--- src/rtl/fpu_pkg.sv ---
// Shared FPU definitions: opcodes, per-op latencies, destination decode and
// the issue-stage state encoding. Imported by the FPU datapath and by fpu_issue.
package fpu_pkg;

  typedef enum logic [3:0] {
    OP_FADD   = 4'b0000,
    OP_FSUB   = 4'b0001,
    OP_FMUL   = 4'b0010,
    OP_FDIV   = 4'b0011,
    OP_FSQRT  = 4'b0100,
    OP_FSGNJ  = 4'b0101,
    OP_FSGNJN = 4'b0110,
    OP_FSGNJX = 4'b0111,
    OP_FEQ    = 4'b1000,
    OP_FLT    = 4'b1001,
    OP_FLE    = 4'b1010,
    OP_FCVTWS = 4'b1011,
    OP_FCVTSW = 4'b1100,
    OP_NOP    = 4'b1111
  } fpuop_t;

  localparam logic [3:0] FPU_NOP = 4'b1111;

  localparam int unsigned LAT_FADD   = 3;
  localparam int unsigned LAT_FSUB   = 3;
  localparam int unsigned LAT_FMUL   = 2;
  localparam int unsigned LAT_FDIV   = 11;
  localparam int unsigned LAT_FSQRT  = 7;
  localparam int unsigned LAT_FCVTSW = 2;
  localparam int unsigned LAT_FCVTWS = 1;

  typedef enum logic [1:0] {
    ST_IDLE  = 2'd0,
    ST_EXEC  = 2'd1,
    ST_DRAIN = 2'd2,
    ST_HOLD  = 2'd3
  } issue_state_t;

  // Cycles the FPU needs beyond the first; unlisted and unsupported ops are single-cycle.
  function automatic int unsigned fpu_latency(input logic [3:0] op);
    case (op)
      OP_FADD:   return LAT_FADD;
      OP_FSUB:   return LAT_FSUB;
      OP_FMUL:   return LAT_FMUL;
      OP_FDIV:   return LAT_FDIV;
      OP_FSQRT:  return LAT_FSQRT;
      OP_FCVTSW: return LAT_FCVTSW;
      OP_FCVTWS: return LAT_FCVTWS;
      default:   return 0;
    endcase
  endfunction

  // Compares and float-to-int conversion (1000..1011) write the integer RF.
  function automatic logic is_int_dest(input logic [3:0] op);
    return op[3:2] == 2'b10;
  endfunction

endpackage

--- src/rtl/fpu_issue.sv ---
// Issue stage in front of the FPU: accepts one op, holds it on the FPU inputs
// until fin, then buffers the result for writeback. Includes flush and a hang watchdog.
module fpu_issue
  import fpu_pkg::*;
#(
  parameter int unsigned TIMEOUT_CYCLES = 31,
  parameter int unsigned RD_W           = 5
) (
  input  logic            clk,
  input  logic            rstn,
  input  logic            req_valid,
  output logic            req_ready,
  input  logic [3:0]      req_op,
  input  logic [31:0]     req_src0,
  input  logic [31:0]     req_src1,
  input  logic [RD_W-1:0] req_rd,
  input  logic            flush,
  output logic [3:0]      fpu_op,
  output logic [31:0]     fpu_src0,
  output logic [31:0]     fpu_src1,
  input  logic [31:0]     fpu_result,
  input  logic            fpu_fin,
  output logic            resp_valid,
  input  logic            resp_ready,
  output logic [31:0]     resp_data,
  output logic [RD_W-1:0] resp_rd,
  output logic            resp_int,
  output logic            busy,
  output logic            err
);

  localparam int unsigned WD_W = $clog2(TIMEOUT_CYCLES + 1);

  issue_state_t    state_q, state_d;
  logic [3:0]      op_q, op_d;
  logic [31:0]     src0_q, src0_d;
  logic [31:0]     src1_q, src1_d;
  logic [RD_W-1:0] rd_q, rd_d;
  logic            resp_valid_q, resp_valid_d;
  logic [31:0]     resp_data_q, resp_data_d;
  logic [RD_W-1:0] resp_rd_q, resp_rd_d;
  logic            resp_int_q, resp_int_d;
  logic            err_q, err_d;
  logic [WD_W-1:0] wdog_q, wdog_d;
  logic            accept;

  // NOTE: every signal assigned in always_comb gets a default first, so no latch is inferred.
  always_comb begin
    req_ready = 1'b0;
    case (state_q)
      ST_IDLE: req_ready = !flush;
      ST_HOLD: req_ready = resp_ready && !flush;
      default: req_ready = 1'b0;
    endcase
  end

  assign accept = req_valid && req_ready;

  always_comb begin
    state_d      = state_q;
    op_d         = op_q;
    src0_d       = src0_q;
    src1_d       = src1_q;
    rd_d         = rd_q;
    resp_valid_d = resp_valid_q;
    resp_data_d  = resp_data_q;
    resp_rd_d    = resp_rd_q;
    resp_int_d   = resp_int_q;
    err_d        = err_q;
    wdog_d       = wdog_q;

    case (state_q)
      ST_IDLE: begin
        if (accept) state_d = ST_EXEC;
      end
      ST_EXEC: begin
        wdog_d = wdog_q + WD_W'(1);
        // Flush wins over a same-cycle fin; the result is simply dropped.
        if (flush) begin
          state_d = ST_DRAIN;
        end else if (fpu_fin) begin
          resp_valid_d = 1'b1;
          resp_data_d  = fpu_result;
          resp_rd_d    = rd_q;
          resp_int_d   = is_int_dest(op_q);
          state_d      = ST_HOLD;
        end else if (wdog_d == WD_W'(TIMEOUT_CYCLES)) begin
          err_d   = 1'b1;
          state_d = ST_DRAIN;
        end
      end
      ST_HOLD: begin
        if (flush) begin
          resp_valid_d = 1'b0;
          state_d      = ST_IDLE;
        end else if (resp_ready) begin
          resp_valid_d = 1'b0;
          state_d      = accept ? ST_EXEC : ST_IDLE;
        end
      end
      // One NOP cycle lets the FPU's internal counter return to zero.
      ST_DRAIN: state_d = ST_IDLE;
      default:  state_d = ST_IDLE;
    endcase

    if (accept) begin
      op_d   = req_op;
      src0_d = req_src0;
      src1_d = req_src1;
      rd_d   = req_rd;
      wdog_d = '0;
    end
  end

  // NOTE: sequential state uses non-blocking assignments only; all registers, including the
  // operand latches, reset so the FPU sees NOP and zero operands straight out of reset.
  always_ff @(posedge clk or negedge rstn) begin
    if (!rstn) begin
      state_q      <= ST_IDLE;
      op_q         <= '0;
      src0_q       <= '0;
      src1_q       <= '0;
      rd_q         <= '0;
      resp_valid_q <= 1'b0;
      resp_data_q  <= '0;
      resp_rd_q    <= '0;
      resp_int_q   <= 1'b0;
      err_q        <= 1'b0;
      wdog_q       <= '0;
    end else begin
      state_q      <= state_d;
      op_q         <= op_d;
      src0_q       <= src0_d;
      src1_q       <= src1_d;
      rd_q         <= rd_d;
      resp_valid_q <= resp_valid_d;
      resp_data_q  <= resp_data_d;
      resp_rd_q    <= resp_rd_d;
      resp_int_q   <= resp_int_d;
      err_q        <= err_d;
      wdog_q       <= wdog_d;
    end
  end

  assign fpu_op     = (state_q == ST_EXEC) ? op_q : FPU_NOP;
  assign fpu_src0   = src0_q;
  assign fpu_src1   = src1_q;
  assign resp_valid = resp_valid_q;
  assign resp_data  = resp_data_q;
  assign resp_rd    = resp_rd_q;
  assign resp_int   = resp_int_q;
  assign busy       = state_q != ST_IDLE;
  assign err        = err_q;

endmodule

--- config.mk ---
export PLATFORM = sky130hd
export DESIGN_NAME = fpu_issue
export DESIGN_NICKNAME = d
export VERILOG_FILES = /design/src/rtl/fpu_pkg.sv /design/src/rtl/fpu_issue.sv
export SDC_FILE = /design/constraint.sdc
export NUM_CORES = 1
export LEC_CHECK = 0
export CAP_MARGIN = 0
export CORE_MARGIN = 2
export CORE_UTILIZATION = 45
export DETAILED_ROUTE_END_ITERATION = 7
export MAX_ROUTING_LAYER = met4
export PLACE_DENSITY = 0.86
export SLEW_MARGIN = 5
export SYNTH_ARGS = -nofsm -noshare
export SYNTH_HDL_FRONTEND = slang
export SYNTH_SLANG_ARGS = --single-unit
--- constraint.sdc ---
create_clock -name clk -period 4 [get_ports clk]
set_clock_uncertainty 0.05 [all_clocks]
set_input_delay 1 -clock clk [delete_from_list [all_inputs] [get_ports clk]]
set_output_delay 1 -clock clk [all_outputs]
set_load 0.01 [all_outputs]
# == Yosys cells after proc, flatten, opt, wreduce, memory -nomap -nowiden ==
# Cells that the tools add are included.
# classes
mux,17
n_reduce_logical,11
n_eq_ne,10
n_addsub,1
n_bitwise,2
# ops
cell,count
2-bit 2-to-1 mux,6
5-bit 2-to-1 mux,2
2-bit one-hot mux with 4 select lines,1
4-bit AND reduction,2
2-bit equality test (second input constant),3
2-bit inequality test (second input constant),3
3-bit AND reduction,2
2-bit nonzero test,3
5-bit by 1-bit adder with 5-bit output (second input constant),1
5-bit equality test (second input constant),1
1-bit 2-to-1 mux,5
4-bit 2-to-1 mux,1
4-bit inequality test (second input constant),1
1-bit one-hot mux with 2 select lines,2
3-bit inequality test (second input constant),1
2-bit by 1-bit equality test with 1-bit output (second input constant),1
1-bit logical AND,2
2-bit logical NOT,1
1-bit inverter,2
1-bit logical NOT,1
# totals
reg_bits,120
elab_cells,52
out_inout_bits,110
inputBits,111

# == Logic depth before layout (Yosys ltp) ==
# Gate-level depths: netlist of run 1.
# depth
word_depth,8
ltp_mapped,8
mapped_depth_nobuf,6

# == Worst setup path before layout of run 1 ==
# Ideal clock, no wire load.
# synth_path
kind,input -> output
start,in flush
end,out req_ready
arrival_ps,1470
n_path_buf,1
required_ps,2950
path_slack_ps,1480
cell_stages,2
cell_sequence,buf_2 nor3_1
# synth_via
elab_chain_cells,3
# synth_rtl
element,line,text
start: declaration,fpu_issue.sv:17,"input logic flush,"
1-bit logical NOT (*),"fpu_issue.sv:51, fpu_issue.sv:52",
1-bit logical AND,fpu_issue.sv:52,ST_HOLD: req_ready = resp_ready && !flush;
1-bit one-hot mux with 2 select lines (*),fpu_issue.sv:50,case (state_q)
end: declaration,fpu_issue.sv:12,"output logic req_ready,"
# Mark *: on every way between the ends. The rest lies on a longest branch, timed or not.

# == Worst setup path in the final report of run 1 ==
# Ends and elaborated chain as after synthesis.

==> Flow_metrics.wiki, run 1 <==
{| class="wikitable"
! Metric !! Value
|-
| H-tree depth reported by CTS || 4
|-
| Source-to-sink clock delay at the later pin of the worst-skew pair || 0.52 ns
|-
| Core region area || a little over 10000 um2
|-
| Total Die Area || around 11000 um2
|-
| Total number of vias || approximately 3700
|-
| Number of I/O pins || roughly 220
|-
| Post-placement setup slack || ~0.5 ns
|-
| Syn. warnings || 0
|-
| Layout Cell Area excl Fill || 7719 um2
|-
| Placed cell areas || slightly above 7000 um2
|-
| Total clock buffers created by CTS || 17
|-
| Yosys top cell by area || dfrtp_1
|-
| Gr ovfl total || 0
|-
| DRC violation count after routing || 0
|-
| Number of port buffers || 220
|-
| Post-Synthesis Mean Instance Area || between 10 and 15 um2
|-
| CTS root buf || clkbuf_8
|-
| Post-CTS sizing || 0
|-
| Leading post-synthesis cells by cell area || dfrtp_1, mux2_2, nand2_1, ha_1, mux2_1
|-
| Length of the first detailed-routing pass in iterations || 4
|-
| Die Y || roughly 110 um
|-
| Hold violation total from the final report || 0
|-
| WL/cell || 16.19 um
|-
| Share of the clock period used by the worst path after layout || 87.37%
|-
| Worst min path class || register to register
|-
| Post-route setup slack || just over 0.5 ns
|-
| Most frequent standard cell in the layout excluding fill and tap cells || clkdlybuf4s50_1
|-
| Count of nets after finishing || 733
|-
| Routability congestion estimate from global placement || roughly 0.80
|-
| Power density over cell area || between 800 and 900 nW/um2
|-
| Netlist area before placement || approximately 4800 um2
|-
| Top achievable clock speed || approximately 290 MHz
|-
| Clk pin slew, worst setup/hold paths || approximately 0.05 ns
|-
| Data arrival time of the critical path || 2.44 ns
|-
| Dpl hpwl || a little under 9 mm
|-
| Synthesis-to-layout area growth || 61.75%
|-
| Core utilization of the finished layout || roughly three quarters
|-
| P_leak || approximately 3.5 nW
|-
| Critical Path End Type || output port
|-
| Number of instances in the synthesized netlist || 388
|-
| Vias in the first global route || a little over 4000
|-
| Final critical-path required period || 3.495 ns
|-
| VDD IR max || ~460 uV
|-
| Pin slew with the least headroom to its limit || between 0.6 and 0.7 ns
|-
| Critical Setup Path Class || primary input to output port
|-
| Sequential area share after synthesis || a little over three fifths
|-
| Post-CTS setup buffer count || 0
|-
| Standard-cell row count || 37
|-
| Distinct cell type count of the synthesized netlist || 32
|-
| Max-cap viol count || 0
|-
| Count of final setup violators || 0
|-
| Diode count || 0
|-
| Commonest non-fill, non-tap cells in the layout || clkdlybuf4s50_1, dfrtp_1, nand2_1
|-
| CTS tree || yes
|-
| Kind of launch point of the worst setup path || primary input
|-
| Clock sink total || between 100 and 150
|-
| Worst Hold Margin || approximately 0.42 ns
|-
| Reg2reg setup slack || approximately 1.7 ns
|-
| First-pass GRT wire length || 19.58 mm
|-
| Largest fanout of any net on the critical path || 9
|-
| Required time at the endpoint of the critical path || 2.95 ns
|-
| Status || finished clean
|-
| Hold Buf Count CTS || 0
|-
| Drt via density || ~5
|-
| Fraction of final layout cells sized beyond drive strength 1 || between 15 and 20%
|-
| Max Transition Viols Final || 0
|-
| Overall global routing resource usage || 23.24%
|-
| Iteration-0 DRC Markers || approximately 220
|-
| Setup TNS || 0 ns
|-
| Number of synthesized register bits || 120
|-
| Horizontal extent of the die || 107.0 um
|-
| Clock buffer depth || 2
|-
| Max-slew headroom at the worst pin || between 50% and 60%
|-
| Post-DRT Antenna Nets || 0
|-
| Top-area cell type share of the netlist area || a little over three fifths
|-
| Initial cell density of the core || about 46%
|-
| Initial antenna violation count || 0
|-
| Routed WL || about 12 mm
|-
| Setup repair after global routing missed its margin || no
|-
| Pin count of the biggest net entering global routing || 56
|-
| Net count after synthesis || slightly above 500
|}
## state kept, by name, summed over array words and instances (netlist names)
| name | count |
|---|---|
| resp_data | 32 |
| err | 1 |
| resp_int | 1 |
| fpu_src1 | 32 |
| state_q | 2 |
| resp_valid | 1 |
| wdog_q | 5 |
| resp_rd | 5 |
| rd_q | 5 |
| fpu_src0 | 32 |
| op_q | 4 |
## kinds of logic after synthesis
| logic type | after synthesis | synth area share (%) |
|---|---|---|
| DFF | 120 | 62.93 |
| and+or+nand+nor | 142 | 12.45 |
| xor gates and xnor gates | 4 | 0.7343 |
| adders and majority gates | 6 | 1.573 |
| buffers and inverters | 26 | 2.412 |
| muxes | 75 | 17.67 |
| AOI/OAI and AO/OA | 15 | 2.229 |
## report_power, final
part           switching, mW  internal [mW]
Combinational           1.02           1.53
Sequential             0.341           1.81
Clock                  0.503           1.01
Total                   1.87           4.35
## cells in the mapped netlist, drive strengths merged
master and count:
a21boi 1, a41oi 1, xor2 3, o2bb2ai 2
nand3b 1, mux2i 1, nor2b 2, and3b 1
dfrtp 120, clkbuf 5, nand4 2, mux2 74
nor3 1, o21ai 3, inv 8, ha 6
a21oi 4, nor3b 1, xnor2 1, nand2 119
a211o 1, nor4b 1, buf 13, o2111ai 1
a31o 1, nor2 8, o221a 1, nand2b 5
or3b 1
## path summary, 6_finish.rpt
check,startpoint,endpoint,depth (start not counted)
worst max-delay path,flush,req_ready,3
worst max register to register,state_q[1]$_DFFE_PN0P_,state_q[0]$_DFFE_PN0P_,6
min in group asynchronous,rstn,fpu_src1[19]$_DFFE_PN0N_,1
worst min-delay path,rd_q[0]$_DFFE_PN0N_,resp_rd[0]$_DFFE_PN0P_,2
max in group asynchronous,rstn,rd_q[0]$_DFFE_PN0N_,2
worst min register to register,rd_q[0]$_DFFE_PN0N_,resp_rd[0]$_DFFE_PN0P_,2
## metrics by stage
step	total power, mW	cells
2_1_floorplan	3.245	388
3_3_place_gp	4.625	733
3_5_place_dp	4.733	733
4_1_cts	6.291	765
5_1_grt	6.579	765
6_report	6.218	765
## metal layers
| metal | share of wire [%] | global-route usage (%) | up-vias |
|---|---|---|---|
| li1 | - | - | 1735 |
| met1 | 39 | 25.47 | 1825 |
| met2 | 52 | 38.76 | 162 |
| met3 | 8.1 | 7.842 | 26 |
| met4 | 1.8 | 10.02 | 0 |
| met5 | 0 | - | - |
## cell type report
cell class / instances / area, um2
Clock inverter: 9 / 120.1
Sequential cell: 120 / 3003
Fill cell: 679 / 2605
Timing Repair Buffer: 227 / 2265
Inverter: 8 / 30.03
Tap cell: 136 / 170.2
Clock buffer: 23 / 476.7
Multi-Input combinational cell: 242 / 1654
## worst max-delay path: stages
cell	delay [ns]
clkdlybuf4s50_1	0.58
nor3_1	0.28
clkdlybuf4s50_1	0.58
(Power assumes the default switching activity.)
==> inputs of run 2 (changes only) <==
--- a/config.mk
+++ b/config.mk
@@ -7,10 +7,10 @@
 export LEC_CHECK = 0
 export CAP_MARGIN = 0
 export CORE_MARGIN = 2
-export CORE_UTILIZATION = 45
+export CORE_UTILIZATION = 41
 export DETAILED_ROUTE_END_ITERATION = 7
 export MAX_ROUTING_LAYER = met4
-export PLACE_DENSITY = 0.86
+export PLACE_DENSITY = 0.8
 export SLEW_MARGIN = 5
 export SYNTH_ARGS = -nofsm -noshare
 export SYNTH_HDL_FRONTEND = slang
==> constraint.sdc (replaced) <==
create_clock -name clk -period 3.68 [get_ports clk]
set_clock_uncertainty 0.05 [all_clocks]
set_input_delay 0.92 -clock clk [delete_from_list [all_inputs] [get_ports clk]]
set_output_delay 0.92 -clock clk [all_outputs]
set_load 0.01 [all_outputs]
==> Flow_metrics.wiki, run 2 (synthesized netlist as in run 1, its figures left out) <==
{| class="wikitable"
! Metric !! Value
|-
| End of the worst register-to-register path || state_q[0]$_DFFE_PN0P_
|-
| Largest fanout of any net on the critical path || 3 (-6)
|-
| Kind of launch point of the worst setup path || primary input
|-
| Clock buffer depth || 2 (unchanged)
|-
| Number of I/O pins || 221 (unchanged)
|-
| Length of the first detailed-routing pass in iterations || 4 (unchanged)
|-
| Die Y || 111.9 um (+4.6%)
|-
| Core region area || 11370 um2 (+10%)
|-
| Stages on the worst setup path || 4 (+1)
|-
| Source-to-sink clock delay at the later pin of the worst-skew pair || 0.40 ns (-0.12 ns)
|-
| Initial antenna violation count || 0 (unchanged)
|-
| Cell seen most often among critical-path stages || clkdlybuf4s50_1
|-
| Critical Path Start || resp_ready
|-
| Sequential Area || 3003 um2 (unchanged)
|-
| Cell with the largest stage delay on the worst path || clkdlybuf4s50_1
|-
| Final critical-path required period || 3.241 ns
|-
| Post-CTS sizing || 0 (unchanged)
|-
| Count of nets after finishing || 733 (unchanged)
|-
| Post-route setup slack || 0.4388 ns (-0.06630 ns)
|-
| Total clock buffers created by CTS || 17 (unchanged)
|-
| Reg2reg setup slack || 1.40 ns (-0.29 ns)
|-
| Max Transition Viols Final || 0 (unchanged)
|-
| Layout Cell Area excl Fill || 7721 um2 (about the same)
|-
| Data arrival time of the critical path || 2.27 ns (-0.17 ns)
|-
| VDD IR max || 489.2 uV (+7.1%)
|-
| Setup repair after global routing missed its margin || no
|-
| Worst min path class || register to register
|-
| Pin count of the biggest net entering global routing || 59 (+5.4%)
|-
| Overall global routing resource usage || 20.99% (-2.3 points)
|-
| Count of final setup violators || 0 (unchanged)
|-
| Most frequent standard cell in the layout excluding fill and tap cells || clkdlybuf4s50_1
|-
| WL/cell || 15.80 um (-2.4%)
|-
| Clk pin slew, worst setup/hold paths || 0.05 ns (about the same)
|-
| Top achievable clock speed || about 310 MHz
|-
| Critical Setup Path Class || primary input to output port
|-
| Routed WL || 12.20 mm (-1.5%)
|-
| Post-placement setup slack || 0.4551 ns (-0.04225 ns)
|-
| Worst Hold Margin || 0.4184 ns (+0.0002240 ns)
|-
| Cells traversed along the worst timing path || clkdlybuf4s50_1 -> a21oi_1 -> nor3_1 -> clkdlybuf4s50_1
|-
| Max-slew headroom at the worst pin || 63.75% (+10 points)
|-
| Diode count || 0 (unchanged)
|-
| Clock sink total || 120 (unchanged)
|-
| Gr ovfl total || 0 (unchanged)
|-
| Post-DRT Antenna Nets || 0 (unchanged)
|-
| Hold Buf Count CTS || 0 (unchanged)
|-
| Area of combinational cells with multiple inputs || 1654 um2 (unchanged)
|-
| Number of port buffers || 220 (unchanged)
|-
| Drt via density || 4.788 (-2.3%)
|-
| Routability congestion estimate from global placement || 0.8071 (+1.4%)
|-
| Hold violation total from the final report || 0 (unchanged)
|-
| Initial cell density of the core || 41.97% (-4.3 points)
|-
| DRC violation count after routing || 0 (unchanged)
|-
| P_leak || 3.434 nW (-0.58%)
|-
| Standard-cell row count || 39 (+5.4%)
|-
| Horizontal extent of the die || 111.9 um (+4.6%)
|-
| CTS tree || yes
|-
| Sum of buffers and inverters on the critical path || 2 (unchanged)
|-
| Pin slew with the least headroom to its limit || 0.5438 ns (-0.1499 ns)
|-
| Setup TNS || 0 ns (unchanged)
|-
| Dpl hpwl || 8.885 mm (+0.63%)
|-
| Fraction of final layout cells sized beyond drive strength 1 || 17.97% (+0.32 points)
|-
| Power density over cell area || 865.3 nW/um2 (+7.4%)
|-
| Depth of the worst register-to-register path || 6 (unchanged)
|-
| Synthesis-to-layout area growth || 61.80% (about the same)
|-
| Delay contributed by the slowest stage of the critical path || 0.56 ns (-0.02 ns)
|-
| Commonest non-fill, non-tap cells in the layout || clkdlybuf4s50_1, dfrtp_1, nand2_1
|-
| H-tree depth reported by CTS || 4 (unchanged)
|-
| Reg-to-Reg Start || state_q[1]$_DFFE_PN0P_
|-
| Placed cell areas || 7143 um2 (+0.30%)
|-
| Vias in the first global route || 4114 (+1.6%)
|-
| Iteration-0 DRC Markers || 195 (-13%)
|-
| Required time at the endpoint of the critical path || 2.71 ns (-0.24 ns)
|-
| Min-Delay Path Depth || 2 (unchanged)
|-
| Total number of vias || 3696 (-1.4%)
|-
| Share of the clock period used by the worst path after layout || between 80% and 90%
|-
| Total Die Area || 12520 um2 (+9.4%)
|-
| Max-cap viol count || 0 (unchanged)
|-
| Critical Path End Type || output port
|-
| Last element of the critical path || req_ready
|-
| Total of fill cells in the finished design || 838 (+23%)
|-
| Kind of cell adding the most delay to the critical path || buffers and inverters
|-
| First-pass GRT wire length || 19.91 mm (+1.7%)
|-
| Status || finished clean
|-
| Post-CTS setup buffer count || 0 (unchanged)
|-
| CTS root buf || clkbuf_16
|}
run 2: changes by cell type in the layout (fill, tap and decap cells not counted), sizes merged:
cell      delta
bufinv       -2
clkinvlp     +4
clkbuf       -2
run 2: report_power, final:
part	switching, mW	internal (mW)	leakage (nW)	total (mW)
Sequential	0.369	1.97	1.47	2.34
Clock	0.572	0.995	0.277	1.57
Combinational	1.11	1.67	1.69	2.77
Total	2.05	4.63	3.43	6.68
run 2: layout make-up:
cell class / count / share of cell area (%)
Multi-Input combinational cell: 242 / 21.42
Clock buffer: 21 / 6.223
Clock inverter: 11 / 1.264
Tap cell: 143 / 2.317
Inverter: 8 / 0.3889
Sequential cell: 120 / 38.89
Timing Repair Buffer: 227 / 29.49
run 2: how the worst min path moves through the flow:
| stage | startpoint | to | slack, ns |
|---|---|---|---|
| floorplan | rd_q[0]$_DFFE_PN0N_ | resp_rd[0]$_DFFE_PN0P_ | 0.38 |
| global placement | rd_q[4]$_DFFE_PN0N_ | resp_rd[4]$_DFFE_PN0P_ | 0.39 |
| detailed placement | rd_q[0]$_DFFE_PN0N_ | resp_rd[0]$_DFFE_PN0P_ | 0.41 |
| CTS | rd_q[4]$_DFFE_PN0N_ | resp_rd[4]$_DFFE_PN0P_ | 0.42 |
| global route | rd_q[4]$_DFFE_PN0N_ | resp_rd[4]$_DFFE_PN0P_ | 0.44 |
| finish | rd_q[4]$_DFFE_PN0N_ | resp_rd[4]$_DFFE_PN0P_ | 0.42 |
run 2: metal layers:
metal / up-vias / wire length [um] / GRT usage [%] / share of wire [%]
met1: 1777 / 4867 / 23.04 / 40
met3: 16 / 1145 / 8.547 / 9.4
met4: 0 / 180 / 7.490 / 1.5
met5: - / 0 / - / 0
li1: 1733 / - / - / -
met2: 170 / 6007 / 34.55 / 49
run 2: per-stage QoR:
step           util [%]  std cells  power, mW
6_report          67.91        772      6.681
5_1_grt           67.91        772      7.074
4_1_cts           67.91        772      6.773
3_5_place_dp      62.83        740      5.155
3_3_place_gp      62.83        740      5.039
2_1_floorplan         -        388      3.528
run 2: worst register-to-register path, stage by stage, from the launching register on:
cell	delay, ns
dfrtp_1	0.38
inv_1	0.15
ha_1	0.53
or3b_2	0.50
a41oi_1	0.17
a21oi_1	0.10
mux2_2	0.28
